[src/rtl/ltc_scan_sequencer.sv]
// Multi-channel LTC2986 conversion sequencer: start, poll with timeout, read result,
// and stream each result out on a valid/ready interface.
module ltc_scan_sequencer #(
    parameter int NUM_CH    = 4,
    parameter int FIRST_CH  = 1,
    parameter int POLL_GAP  = 1000,
    parameter int MAX_POLLS = 255,
    parameter int SCAN_GAP  = 100000
) (
    input  logic        clk,
    input  logic        reset,
    input  logic        scan_start,
    input  logic        continuous,
    output logic [7:0]  tx0,
    output logic [7:0]  tx1,
    output logic [7:0]  tx2,
    output logic [7:0]  tx3,
    output logic [7:0]  tx4,
    output logic [7:0]  tx5,
    output logic [7:0]  tx6,
    output logic [2:0]  spi_n,
    output logic        spi_go,
    input  logic [7:0]  rx0,
    input  logic [7:0]  rx1,
    input  logic [7:0]  rx2,
    input  logic [7:0]  rx3,
    input  logic [7:0]  rx4,
    input  logic [7:0]  rx5,
    input  logic [7:0]  rx6,
    input  logic        spi_ok,
    output logic        res_valid,
    input  logic        res_ready,
    output logic [4:0]  res_ch,
    output logic [23:0] res_data,
    output logic [7:0]  res_fault,
    output logic        res_timeout,
    output logic        scan_busy,
    output logic        scan_done
);
    localparam logic [2:0] IDLE      = 3'd0;
    localparam logic [2:0] START     = 3'd1;
    localparam logic [2:0] POLL_WAIT = 3'd2;
    localparam logic [2:0] POLL      = 3'd3;
    localparam logic [2:0] READ      = 3'd4;
    localparam logic [2:0] EMIT      = 3'd5;
    localparam logic [2:0] SCAN_WAIT = 3'd6;

    localparam logic [4:0]  FIRST      = 5'(FIRST_CH);
    localparam logic [4:0]  LAST       = 5'(FIRST_CH + NUM_CH - 1);
    localparam logic [31:0] POLL_LAST  = 32'(POLL_GAP - 1);
    localparam logic [31:0] SCAN_LAST  = 32'(SCAN_GAP - 1);
    localparam logic [31:0] POLL_LIMIT = 32'(MAX_POLLS);
    localparam logic [55:0] POLL_FRAME = {8'h03, 48'h0};

    function automatic logic [55:0] start_frame(input logic [4:0] c);
        return {8'h02, 8'h00, 8'h00, 3'b100, c, 24'h0};
    endfunction

    // Result registers are 4 bytes apart starting at 0x010 for channel 1.
    function automatic logic [55:0] read_frame(input logic [4:0] c);
        logic [15:0] addr;
        addr = 16'h0010 + {9'd0, c - 5'd1, 2'b00};
        return {8'h03, addr, 32'h0};
    endfunction

    logic [2:0]  state_reg;
    logic [4:0]  ch_reg;
    logic [31:0] gap_cnt_reg;
    logic [31:0] poll_cnt_reg;
    logic        issued_reg;
    logic [55:0] frame_reg;
    logic [2:0]  spi_n_reg;
    logic        spi_go_reg;
    logic        res_valid_reg;
    logic [4:0]  res_ch_reg;
    logic [23:0] res_data_reg;
    logic [7:0]  res_fault_reg;
    logic        res_timeout_reg;
    logic        scan_busy_reg;
    logic        scan_done_reg;

    logic        launch;
    logic [55:0] launch_frame;
    logic [2:0]  launch_n;
    logic        status_match;
    logic        unused_rx;

    assign unused_rx    = ^{rx0, rx1, rx2};
    assign status_match = rx3[6] && (rx3[4:0] == ch_reg);

    // A transaction is launched on the edge that enters its state, except the
    // first START of a scan, which launches one cycle after entry.
    always_comb begin
        launch       = 1'b0;
        launch_frame = POLL_FRAME;
        launch_n     = 3'd4;
        case (state_reg)
            START: if (!issued_reg) begin
                launch       = 1'b1;
                launch_frame = start_frame(ch_reg);
            end
            POLL_WAIT: launch = (gap_cnt_reg == POLL_LAST);
            POLL: if (issued_reg && spi_ok && status_match) begin
                launch       = 1'b1;
                launch_frame = read_frame(ch_reg);
                launch_n     = 3'd7;
            end
            EMIT: if (res_ready && ch_reg != LAST) begin
                launch       = 1'b1;
                launch_frame = start_frame(ch_reg + 5'd1);
            end
            default: ;
        endcase
    end

    always_ff @(posedge clk or posedge reset) begin
        if (reset) begin
            state_reg       <= IDLE;
            ch_reg          <= 5'd0;
            gap_cnt_reg     <= 32'd0;
            poll_cnt_reg    <= 32'd0;
            issued_reg      <= 1'b0;
            frame_reg       <= 56'h0;
            spi_n_reg       <= 3'd0;
            spi_go_reg      <= 1'b0;
            res_valid_reg   <= 1'b0;
            res_ch_reg      <= 5'd0;
            res_data_reg    <= 24'd0;
            res_fault_reg   <= 8'd0;
            res_timeout_reg <= 1'b0;
            scan_busy_reg   <= 1'b0;
            scan_done_reg   <= 1'b0;
        end else begin
            spi_go_reg    <= launch;
            scan_done_reg <= 1'b0;
            // spi_ok only counts while a launched transaction is outstanding.
            issued_reg    <= launch || (issued_reg && !spi_ok);
            if (launch) begin
                frame_reg <= launch_frame;
                spi_n_reg <= launch_n;
            end
            case (state_reg)
                IDLE: if (scan_start || continuous) begin
                    ch_reg        <= FIRST;
                    scan_busy_reg <= 1'b1;
                    state_reg     <= START;
                end
                START: if (issued_reg && spi_ok) begin
                    poll_cnt_reg <= 32'd0;
                    gap_cnt_reg  <= 32'd0;
                    state_reg    <= POLL_WAIT;
                end
                POLL_WAIT: begin
                    if (gap_cnt_reg == POLL_LAST) state_reg <= POLL;
                    else gap_cnt_reg <= gap_cnt_reg + 32'd1;
                end
                POLL: if (issued_reg && spi_ok) begin
                    if (status_match) begin
                        state_reg <= READ;
                    end else if (poll_cnt_reg + 32'd1 == POLL_LIMIT) begin
                        res_ch_reg      <= ch_reg;
                        res_data_reg    <= 24'd0;
                        res_fault_reg   <= 8'd0;
                        res_timeout_reg <= 1'b1;
                        res_valid_reg   <= 1'b1;
                        state_reg       <= EMIT;
                    end else begin
                        poll_cnt_reg <= poll_cnt_reg + 32'd1;
                        gap_cnt_reg  <= 32'd0;
                        state_reg    <= POLL_WAIT;
                    end
                end
                READ: if (issued_reg && spi_ok) begin
                    res_ch_reg      <= ch_reg;
                    res_fault_reg   <= rx3;
                    res_data_reg    <= {rx4, rx5, rx6};
                    res_timeout_reg <= 1'b0;
                    res_valid_reg   <= 1'b1;
                    state_reg       <= EMIT;
                end
                EMIT: if (res_ready) begin
                    res_valid_reg <= 1'b0;
                    if (ch_reg != LAST) begin
                        ch_reg    <= ch_reg + 5'd1;
                        state_reg <= START;
                    end else begin
                        scan_done_reg <= 1'b1;
                        scan_busy_reg <= 1'b0;
                        gap_cnt_reg   <= 32'd0;
                        state_reg     <= continuous ? SCAN_WAIT : IDLE;
                    end
                end
                SCAN_WAIT: begin
                    if (!continuous) begin
                        state_reg <= IDLE;
                    end else if (gap_cnt_reg == SCAN_LAST) begin
                        ch_reg        <= FIRST;
                        scan_busy_reg <= 1'b1;
                        state_reg     <= START;
                    end else begin
                        gap_cnt_reg <= gap_cnt_reg + 32'd1;
                    end
                end
                default: state_reg <= IDLE;
            endcase
        end
    end

    assign {tx0, tx1, tx2, tx3, tx4, tx5, tx6} = frame_reg;
    assign spi_n       = spi_n_reg;
    assign spi_go      = spi_go_reg;
    assign res_valid   = res_valid_reg;
    assign res_ch      = res_ch_reg;
    assign res_data    = res_data_reg;
    assign res_fault   = res_fault_reg;
    assign res_timeout = res_timeout_reg;
    assign scan_busy   = scan_busy_reg;
    assign scan_done   = scan_done_reg;
endmodule

[config.mk]
export PLATFORM = sky130hd
export DESIGN_NAME = ltc_scan_sequencer
export DESIGN_NICKNAME = d
export VERILOG_FILES = /design/src/rtl/ltc_scan_sequencer.sv
export SDC_FILE = /design/constraint.sdc
export NUM_CORES = 1
export LEC_CHECK = 0
export ABC_AREA = 1
export CORE_MARGIN = 8
export CORE_UTILIZATION = 33
export DETAILED_ROUTE_END_ITERATION = 12
export PLACE_DENSITY_LB_ADDON = 0.1
export SLEW_MARGIN = 10
export SYNTH_ARGS = -nofsm -noshare
export SYNTH_HDL_FRONTEND = slang
export SYNTH_SLANG_ARGS = --single-unit
[constraint.sdc]
create_clock -name clk -period 6.33 [get_ports clk]
set_input_delay 0.633 -clock clk [delete_from_list [all_inputs] [get_ports clk]]
set_output_delay 0.633 -clock clk [all_outputs]
set_load 0.05 [all_outputs]
== Word-level counts from Yosys, hierarchy flattened ==
Index checks and enable logic that the tools add are counted.
Word-level totals
  bits in latches: 0
  memories: 0
  bits in registers: 174
  memory bits (read-only): 0
  output and inout port bits: 101
  bits in writable memories: 0
Operators by class
  divide/modulo/power cells: 0
  bitwise operators: 0
  muxes and demuxes: 75
  add/subtract/negate cells: 5
  reductions and logical operators: 21
  multipliers: 0
  shift operators: 0
  magnitude comparators: 0
  equal/unequal tests: 27
Operators by type and width (count)
  32-bit two-way mux: 12
  32-bit one-hot mux with 5 select lines: 1
  49-bit one-hot mux with 3 select lines: 1
  49-bit two-way mux: 2
  24-bit two-way mux: 4
  32-bit by 1-bit adder with 32-bit output, second input constant: 2
  32-bit one-hot mux with 2 select lines: 1
  24-bit one-hot mux with 2 select lines: 1
  5-bit two-way mux: 9
  40-bit two-way mux: 1
  3-bit two-way mux: 12
  32-bit by 10-bit == test with 1-bit output, second input constant: 1
  32-bit by 17-bit == test with 1-bit output, second input constant: 1
  32-bit by 8-bit == test with 1-bit output, second input constant: 1
  8-bit two-way mux: 4
  2-bit inequality test, second input constant: 15
  3-bit one-hot mux with 7 select lines: 1
  6-bit AND reduction: 3
  1-bit two-way mux: 17
  8-bit one-hot mux with 2 select lines: 1
  5-bit one-hot mux with 3 select lines: 1
  5-bit one-hot mux with 2 select lines: 1
  10-bit AND reduction: 1
  5-bit AND reduction: 2
  21 further kinds: 33

== Longest topological paths before layout ==
Gate-level depths: netlist of the first run.
  depth after elaboration: 6
  mapped depth: 18

== Worst setup path before layout of the first run ==
Ideal clock, no wire load.
  path type: flip-flop to flip-flop
  start: reg poll_cnt_reg[1]
  end: reg res_data_reg[0], in the netlist res_data[0]
  setup slack: 4025 ps
  data arrival time: 2186 ps
  path buffers: 2
  stages on the path, launching flop included: 17
  cells stage by stage: dfrtp_1 -> ha_1 -> nand2_1 -> nor2_2 -> nand2_1 -> nor2_2 -> nand4_1 -> nand2_1 -> nand3_1 -> nor2_2 -> nand3_2 -> nand2_4 -> nand3_2 -> buf_4 -> buf_6 -> nand2_1 -> nand2_1
Between the ends
  longest elaborated chain between the ends: 4
RTL lines
  start, declared: RTL line 69  | logic [31:0] poll_cnt_reg;
  start signal, assigned: RTL line 168  | poll_cnt_reg <= poll_cnt_reg + 32'd1;
  32-bit by 1-bit adder with 32-bit output: RTL line 160  | end else if (poll_cnt_reg + 32'd1 == POLL_LIMIT) begin
  32-bit by 8-bit == test with 1-bit output: RTL line 160
  2-bit inequality test (no source line)
  5-bit AND reduction (no source line)
  end signal, assigned: RTL line 176  | res_data_reg <= {rx4, rx5, rx6};
  end, declared: RTL line 76  | logic [23:0] res_data_reg;
No other way between the ends.
A chain may end at the register's enable or synchronous reset.

== Final worst setup path of the first run ==
  start: reg poll_cnt_reg[0]
  end: reg poll_cnt_reg[20]
Between the ends
  longest elaborated chain between the ends: 5
  elaborated cells on any way between the ends: 8
RTL lines (RTL line)
  32-bit by 1-bit adder with 32-bit output (*): 160, 168
  branches (longest 4 deep; another with 32-bit by 8-bit == test with 1-bit output)
Mark *: on every way between the ends. The select of a mux whose other input is x is not followed.

==> flow_metrics.py, run 1 <==
metrics = {
    "status": {
        "status": "complete, no violations",
    },
    "synthesis": {
        "yosysWarnings": 0,
        "synthTopCellsByArea": "dfrtp_1 (39%), nand2_1 (20%), nor2_1 (7.1%), nand3_1 (6.4%), buf_4 (4.7%)",
        "synth_top_area_share": 0.385,
        "synth_flop_cell": "dfrtp_1",
        "syn-cell-area_mm2": 0.00844,
        "synthTopCellsByCount": "nand2_1 (447), nor2_1 (159), dfrtp_1 (130)",
        "synthCells": 1246,
        "synth_edf_count": 0,
        "synth.distinct_cells": 39,
        "synth_top_cell_by_area": "dfrtp_1",
        "async_flop_share": 1.00,
        "ys_seq_area_frac": 0.385,
        "synth.most_common_cell": "nand2_1",
        "ys_ff_latch": 130,
        "synth.avg_cell_area_um2": 6.78,
    },
    "worst_hold_path": {
        "hp-class": "flop to flop",
        "hold_depth": 2,
        "hp-start": "res_fault[3]",
    },
    "timing": {
        "maxSlewViolCount": 0,
        "fin_crit_ns": 4.07,
        "fmax_ghz": 0.246,
        "maxSlewHeadroom": 0.356,
        "hold_slack_ns": 0.468,
        "tightest_slew_ns": 0.962,
        "rsz0062_at_grt": "no",
        "setup_viol": 0,
        "period_share": 0.643,
        "hold_violations": 0,
        "setup_tns_ns": 0,
        "finClkSkew_ns": 0.0147,
    },
    "setup_path": {
        "start_kind": "flop",
        "cp_num_cells": 15,
        "cp.arrival_ns": 4.43,
        "startpoint": "poll_cnt_reg[0]",
        "cp_slowest_cell": "nand2_2",
        "worstSetupPathType": "flop to flop",
        "endpoint_kind": "flop",
        "path_max_fanout": 41,
        "path_common_cell": "nand2_1",
        "worst_ep_required_time_ns": 6.69,
        "worst-path-buf-inv": 0,
        "critPathTopFamily": "simple AND/OR/NAND/NOR gates",
        "rr_startpoint": "poll_cnt_reg[0]",
        "r2r_cells": 15,
        "slowest_delay_ns": 0.72,
        "crit_chain": "ha_1 > nand2_1 > nor2_2 > nand2_1 > nor2_2 > nand4_1 > nand2_1 > nand3_1 > nor2_2 > nand3_2 > nand2_4 > nand2_2 > nand2_2 > nand2_1 > nand2_1",
    },
    "finish": {
        "n_antenna_cell": 0,
        "fin_nets": 1385,
        "drive_gt1_frac": 0.0497,
        "areaGrowthSynthToFinish_pct": 19.6,
        "fillCellCount": 2760,
    },
    "pwr": {
        "vdd_drop_max_mv": 0.226,
        "p_leak_nw": 4.70,
        "power.density_mw_per_mm2": 306,
    },
    "clock_network": {
        "postCtsSetupBuffers": 0,
        "numCtsBuffers": 17,
        "hold_buffers": 0,
        "cts-root-buf": "clkbuf_16",
        "cts_resized": 0,
        "htree_levels": 4,
        "clockBufferDepth": 2,
        "clock_latency_ns": 0.43,
        "numClockSinks": 130,
        "path_clk_slew_ns": 0.06,
        "cts_tree": "built",
    },
    "grt": {
        "grt_pass1_wl_um": 41100,
        "grt_max_degree": 73,
        "antenna_found_initial": 0,
        "grt_usage": 0.163,
        "grt_pass1_vias": 7762,
        "overflow": 0,
    },
    "floorplanning": {
        "die_w_um": 176,
        "die_y_um": 176,
        "initial_core_util": 0.335,
        "fp.dieArea_mm2": 0.0310,
        "io_pins": 163,
        "coreArea_mm2": 0.0252,
        "rows": 58,
    },
    "place": {
        "dpl.hpwl_um": 17400,
        "io_buffers": 96,
        "routabilityCongestion": 0.888,
    },
    "drt": {
        "routed_wl_um": 24800,
        "viasPerCell": 4.71,
        "firstDrtPassIters": 4,
        "drc": 0,
        "routedWlPerCell_um": 15.0,
        "drt_iter0_markers": 496,
        "postRouteAntennaNets": 0,
        "vias": 7821,
    },
    "flow_run": {
        "maxCapViolCount": 0,
    },
}
kinds of logic after synthesis:
| family | after synthesis | share of synthesized area |
|---|---|---|
| simple gates | 851 | 0.439 |
| buf+inv | 185 | 0.108 |
| xor+xnor | 25 | 0.0259 |
| flops | 130 | 0.385 |
| other cells | 1 | 0.000444 |
| fa+ha+maj | 7 | 0.0104 |
| compound gates | 47 | 0.0308 |
through the flow:
stage	std cells	setup WS, ns	util	power [mW]	instance area [um^2]
after floorplan	1287	2.23	-	1.78	8600
after global placement	1627	2.33	0.376	2.05	9480
after detailed placement	1627	2.24	0.376	2.05	9480
after CTS	1659	2.23	0.401	3.13	10100
after global routing	1659	1.80	0.401	3.27	10100
final	1659	2.26	0.401	3.09	10100
tightest hold or removal path, cell delays in order, from the launching register on:
cell	delay, ns
dfrtp_1	0.34
nand2_1	0.05
nand2_1	0.04
power by group:
group          switching, mW  internal, mW  leakage [nW]  total (mW)
Clock                  0.437         0.632         0.299        1.07
Combinational          0.857         0.229          2.63        1.09
Sequential            0.0446         0.891          1.78       0.935
Total                   1.34          1.75          4.70        3.09
path summary, 6_finish.rpt:
check                                         to  slack (ns)
worst min register to register      res_fault[3]        0.47
worst max register to register  poll_cnt_reg[20]        2.26
min in group asynchronous        poll_cnt_reg[2]        0.69
max in group asynchronous       poll_cnt_reg[19]        4.37
worst min-delay path                res_fault[3]        0.47
worst max-delay path            poll_cnt_reg[20]        2.26
placed cells by master, fill, tap and decap left out, types with 5 or more instances in the layout:
| master | instances |
|---|---|
| conb_1 | 42 |
| nor3b_1 | 5 |
| clkbuf_16 | 17 |
| nand4_1 | 61 |
| nor3_1 | 27 |
| xor2_1 | 21 |
| nand3b_1 | 13 |
| ha_1 | 7 |
| nand3_1 | 108 |
| inv_1 | 89 |
| nand2_1 | 447 |
| nor4_1 | 8 |
| a21oi_1 | 18 |
| nor2_2 | 9 |
| o21ai_0 | 17 |
| nor2_1 | 156 |
| clkdlybuf4s50_1 | 96 |
| dfrtp_1 | 130 |
| buf_4 | 6 |
| inv_6 | 6 |
layer usage:
metal,up-vias,global-route usage,wire length (um)
met3,21,0.0288,899
met1,3607,0.215,11900
li1,4053,-,-
met4,0,0.0495,336
met5,-,0,0
met2,140,0.267,11700
cell type report:
| type | count | area [um^2] | share of cell area |
|---|---|---|---|
| tap | 330 | 413 | 0.0409 |
| multi-input combinational | 972 | 4450 | 0.441 |
| timing repair buffer | 102 | 1010 | 0.0996 |
| clock inverter | 15 | 194 | 0.0192 |
| inverter | 93 | 354 | 0.0351 |
| sequential | 130 | 3250 | 0.322 |
| clock buffer | 17 | 425 | 0.0421 |
No activity file was read; power rests on OpenSTA's default activity.
==> inputs of run 2 (changes only) <==
==> constraint.sdc (replaced) <==
create_clock -name clk -period 4 [get_ports clk]
set_input_delay 0.4 -clock clk [delete_from_list [all_inputs] [get_ports clk]]
set_output_delay 0.4 -clock clk [all_outputs]
set_load 0.05 [all_outputs]
==> run 2 against run 1 <==
  * Fmax up 25%
  * Final cell count increased by 0.42%
  * Via count increased by 0.63%
  * Die area did not move
  * Critical path depth is the same
  * Critical endpoint is now poll_cnt_reg[15]
  * Largest cell class unchanged
==> flow_metrics.py, run 2 (synthesis results as in run 1) <==
metrics = {
    "pwr": {
        "power.density_mw_per_mm2": 486,
        "vdd_drop_max_mv": 0.423,
        "p_leak_nw": 4.75,
        "power_mw": 4.94,
    },
    "place": {
        "io_buffers": 96,
        "routabilityCongestion": 0.854,
        "dpl.hpwl_um": 17500,
        "dp_slack_ns": 0.750,
    },
    "drt": {
        "drc": 0,
        "viasPerCell": 4.72,
        "firstDrtPassIters": 5,
        "vias": 7870,
        "routedWlPerCell_um": 14.8,
        "routed_wl_um": 24600,
        "drt_iter0_markers": 637,
        "postRouteAntennaNets": 0,
    },
    "setup_path": {
        "endpoint_kind": "flop",
        "start_kind": "flop",
        "worstSetupPathType": "flop to flop",
        "worst_ep_required_time_ns": 4.35,
        "path_max_fanout": 32,
        "cp.arrival_ns": 3.59,
    },
    "finish": {
        "areaGrowthSynthToFinish_pct": 20.5,
        "drive_gt1_frac": 0.0539,
        "fin_nets": 1392,
        "fillCellCount": 2726,
        "mostFrequentLayoutCell": "nand2_1",
        "final_cell_mix": "nand2_1 (447), nor2_1 (156), dfrtp_1 (130), nand3_1 (108), clkdlybuf4s50_1 (96)",
        "n_antenna_cell": 0,
    },
    "timing": {
        "tightest_slew_ns": 0.776,
        "period_share": 0.811,
        "rsz0062_at_grt": "no",
        "fmax_ghz": 0.308,
        "fin_crit_ns": 3.24,
        "hold_violations": 0,
        "setup_tns_ns": 0,
        "fin_ws_ns": 0.755,
        "finClkSkew_ns": 0.0162,
        "setup_viol": 0,
        "maxSlewHeadroom": 0.483,
        "maxSlewViolCount": 0,
    },
    "floorplanning": {
        "initial_core_util": 0.335,
        "die_y_um": 176,
        "rows": 58,
        "die_w_um": 176,
        "io_pins": 163,
        "coreArea_mm2": 0.0252,
        "fp.dieArea_mm2": 0.0310,
    },
    "status": {
        "status": "complete, no violations",
    },
    "clock_network": {
        "numCtsBuffers": 17,
        "numClockSinks": 130,
        "clockBufferDepth": 2,
        "cts_resized": 0,
        "htree_levels": 4,
        "postCtsSetupBuffers": 0,
        "path_clk_slew_ns": 0.06,
        "hold_buffers": 0,
        "clock_latency_ns": 0.43,
        "cts_tree": "built",
        "cts-root-buf": "clkbuf_16",
    },
    "flow_run": {
        "maxCapViolCount": 0,
    },
    "grt": {
        "grt_pass1_vias": 7728,
        "antenna_found_initial": 0,
        "grt_usage": 0.161,
        "grt_max_degree": 79,
        "overflow": 0,
        "grt_pass1_wl_um": 40800,
    },
    "worst_hold_path": {
        "hp-class": "flop to flop",
    },
}
## run 2: path summary, 6_finish.rpt
| check | cells past startpoint | start | to | slack, ns |
|---|---|---|---|---|
| max | 15 | poll_cnt_reg[1] | poll_cnt_reg[15] | 0.76 |
| min | 2 | res_fault[3] | res_fault[3] | 0.47 |
| min reg2reg | 2 | res_fault[3] | res_fault[3] | 0.47 |
| max reg2reg | 15 | poll_cnt_reg[1] | poll_cnt_reg[15] | 0.76 |
| max in group asynchronous | 3 | reset | poll_cnt_reg[30] | 2.76 |
| min in group asynchronous | 2 | reset | poll_cnt_reg[3] | 0.48 |
## run 2: critical path, cell delays in order (launching register included)
cell and delay (ns):
dfrtp_1 0.41, ha_1 0.23, nand2_1 0.08, nor2_2 0.23, nand2_1 0.19, nor2_2 0.25, nand4_1 0.11, nand2_1 0.12
nand3_1 0.09, nor2_2 0.24, nand3_2 0.15, nand2_4 0.25, nand2_2 0.10, nand2_2 0.51, nand2_1 0.10, nand2_1 0.09
## run 2: final cells by class
class / instances / area [um^2] / share of cell area
clock inverter: 14 / 203 / 0.0199
timing repair buffer: 109 / 1070 / 0.105
inverter: 93 / 354 / 0.0348
tap: 330 / 413 / 0.0406
sequential: 130 / 3250 / 0.320
multi-input combinational: 972 / 4450 / 0.438
clock buffer: 18 / 429 / 0.0422
## run 2: power breakdown
| part | internal [mW] | switching [mW] |
|---|---|---|
| Clock | 1.05 | 0.647 |
| Combinational | 0.402 | 1.35 |
| Sequential | 1.41 | 0.0721 |
## run 2: per-stage QoR
step | area [um^2] | hold slack [ns] | util | instances
after global placement | 9540 | 0.453 | 0.379 | 1634
after floorplan | 8600 | 0.455 | - | 1287
after global routing | 10200 | 0.482 | 0.404 | 1666
after detailed placement | 9540 | 0.457 | 0.379 | 1634
final | 10200 | 0.468 | 0.404 | 1666
after CTS | 10200 | 0.472 | 0.404 | 1666
## run 2: layer usage
metal / global-route usage / vias to the layer above / wire (um)
met3: 0.0308 / 22 / 1060
met2: 0.268 / 166 / 11600
met5: 0 / - / 0
met1: 0.208 / 3625 / 11600
li1: - / 4057 / -
met4: 0.0466 / 0 / 324
==> inputs of run 3 (changes only) <==
==> constraint.sdc (replaced) <==
create_clock -name clk -period 3.1 [get_ports clk]
set_input_delay 0.31 -clock clk [delete_from_list [all_inputs] [get_ports clk]]
set_output_delay 0.31 -clock clk [all_outputs]
set_load 0.05 [all_outputs]
==> run 3 against run 2 <==
  * Critical path depth down 1
  * Design area up 0.73%
  * Sequential power up 29%
  * Clock-buffer cell count unchanged
  * Sequential share of layout area down 0.23 points
  * Final cell count up 0.66%
  * Clock power up 19%
  * Core utilization up 0.29 points
  * Global-route usage up 0.19 points
  * Largest power group unchanged
  * Highest routed layer unchanged
==> flow_metrics.py, run 3 (synthesis results as in run 1) <==
metrics = {
    "setup_path": {
        "endpoint_kind": "flop",
        "path_max_fanout": 39,
        "cp.arrival_ns": 3.09,
        "worst_ep_required_time_ns": 3.41,
        "worstSetupPathType": "flop to flop",
        "start_kind": "flop",
    },
    "drt": {
        "routedWlPerCell_um": 15.0,
        "vias": 8008,
        "firstDrtPassIters": 5,
        "routed_wl_um": 25200,
        "viasPerCell": 4.78,
        "drt_iter0_markers": 508,
        "postRouteAntennaNets": 0,
        "drc": 0,
    },
    "flow_run": {
        "maxCapViolCount": 0,
    },
    "clock_network": {
        "numClockSinks": 130,
        "cts_tree": "built",
        "cts-root-buf": "clkbuf_16",
        "hold_buffers": 0,
        "htree_levels": 4,
        "postCtsSetupBuffers": 0,
        "clockBufferDepth": 2,
        "clock_latency_ns": 0.43,
        "path_clk_slew_ns": 0.06,
        "cts_resized": 0,
        "numCtsBuffers": 17,
    },
    "finish": {
        "areaGrowthSynthToFinish_pct": 21.4,
        "fillCellCount": 2689,
        "fin_nets": 1403,
        "final_cell_mix": "nand2_1 (446), nor2_1 (156), dfrtp_1 (130), nand3_1 (108), clkdlybuf4s50_1 (96)",
        "regArea_mm2": 0.00325,
        "drive_gt1_frac": 0.0631,
        "n_antenna_cell": 0,
        "multi_input_area_mm2": 0.00447,
        "mostFrequentLayoutCell": "nand2_1",
        "fin_util": 0.407,
    },
    "floorplanning": {
        "coreArea_mm2": 0.0252,
        "die_y_um": 176,
        "io_pins": 163,
        "die_w_um": 176,
        "fp.dieArea_mm2": 0.0310,
        "initial_core_util": 0.335,
        "rows": 58,
    },
    "timing": {
        "rsz0062_at_grt": "no",
        "maxSlewHeadroom": 0.504,
        "finClkSkew_ns": 0.0215,
        "tightest_slew_ns": 0.744,
        "setup_viol": 0,
        "fmax_ghz": 0.359,
        "period_share": 0.899,
        "hold_violations": 0,
        "fin_crit_ns": 2.79,
        "maxSlewViolCount": 0,
        "setup_tns_ns": 0,
    },
    "status": {
        "status": "complete, no violations",
    },
    "pwr": {
        "p_leak_nw": 4.79,
        "vdd_drop_max_mv": 0.690,
        "power.density_mw_per_mm2": 622,
    },
    "grt": {
        "grt_max_degree": 131,
        "grt_pass1_vias": 7706,
        "grt_pass1_wl_um": 41100,
        "antenna_found_initial": 0,
        "overflow": 0,
        "grt_usage": 0.163,
    },
    "worst_hold_path": {
        "hp-class": "input pin to asynchronous set/reset pin",
    },
    "place": {
        "routabilityCongestion": 0.871,
        "dpl.hpwl_um": 17800,
        "io_buffers": 96,
    },
}
-- run 3: metal layers --
| metal | track usage | wire length [um] | share of wire |
|---|---|---|---|
| met1 | 0.208 | 11600 | 0.46 |
| met2 | 0.277 | 12200 | 0.49 |
| met3 | 0.0325 | 1030 | 0.041 |
| met4 | 0.0389 | 296 | 0.012 |
| met5 | 0 | 0 | 0 |
-- run 3: through the flow --
step	power [mW]	worst slack (ns)	cell area [um^2]	instances	hold WS (ns)
2_1_floorplan	3.64	0.795	8600	1287	0.417
3_3_place_gp	4.40	0.251	9650	1645	0.453
3_5_place_dp	4.41	0.210	9650	1645	0.457
4_1_cts	6.46	0.183	10200	1677	0.424
5_1_grt	6.74	0.00680	10200	1677	0.444
6_report	6.38	0.312	10200	1677	0.426
-- run 3: path summary, 6_finish.rpt --
path                            depth (start not counted)  slack [ns]       startpoint          endpoint
max in group asynchronous                               3        2.09            reset  poll_cnt_reg[20]
worst max register to register                         14        0.31  poll_cnt_reg[7]      res_fault[4]
worst max-delay path                                   14        0.31  poll_cnt_reg[7]      res_fault[4]
min in group clk                                        3        0.44           rx5[6]      res_data[14]
worst min-delay path                                    3        0.43            reset   poll_cnt_reg[3]
worst min register to register                          2        0.47        res_ch[1]         res_ch[1]
-- run 3: where the power goes --
group / switching [mW] / leakage [nW] / internal (mW)
Sequential: 0.0890 / 1.78 / 1.82
Clock: 0.871 / 0.289 / 1.15
Combinational: 1.81 / 2.73 / 0.642
-- run 3: worst max-delay path, cell delays in order (launching register included) --
cell and delay (ns):
dfrtp_1 0.43, nand2_1 0.16, nor2_1 0.24, nand2_1 0.14, o21ai_0 0.30, nand3_1 0.11, nor2_1 0.21, nand2_1 0.08
nor2_1 0.18, nand3_2 0.14, nand2_4 0.15, nand3_2 0.07, buf_4 0.28, nand2_1 0.10, nand2_1 0.06
-- run 3: final cells by class --
| class | instances | share of cell area |
|---|---|---|
| Clock buffer | 18 | 0.0429 |
| Clock inverter | 14 | 0.0139 |
| Inverter | 93 | 0.0344 |
| Multi-Input combinational cell | 972 | 0.436 |
| Sequential cell | 130 | 0.317 |
| Tap cell | 330 | 0.0403 |
| Timing Repair Buffer | 120 | 0.115 |
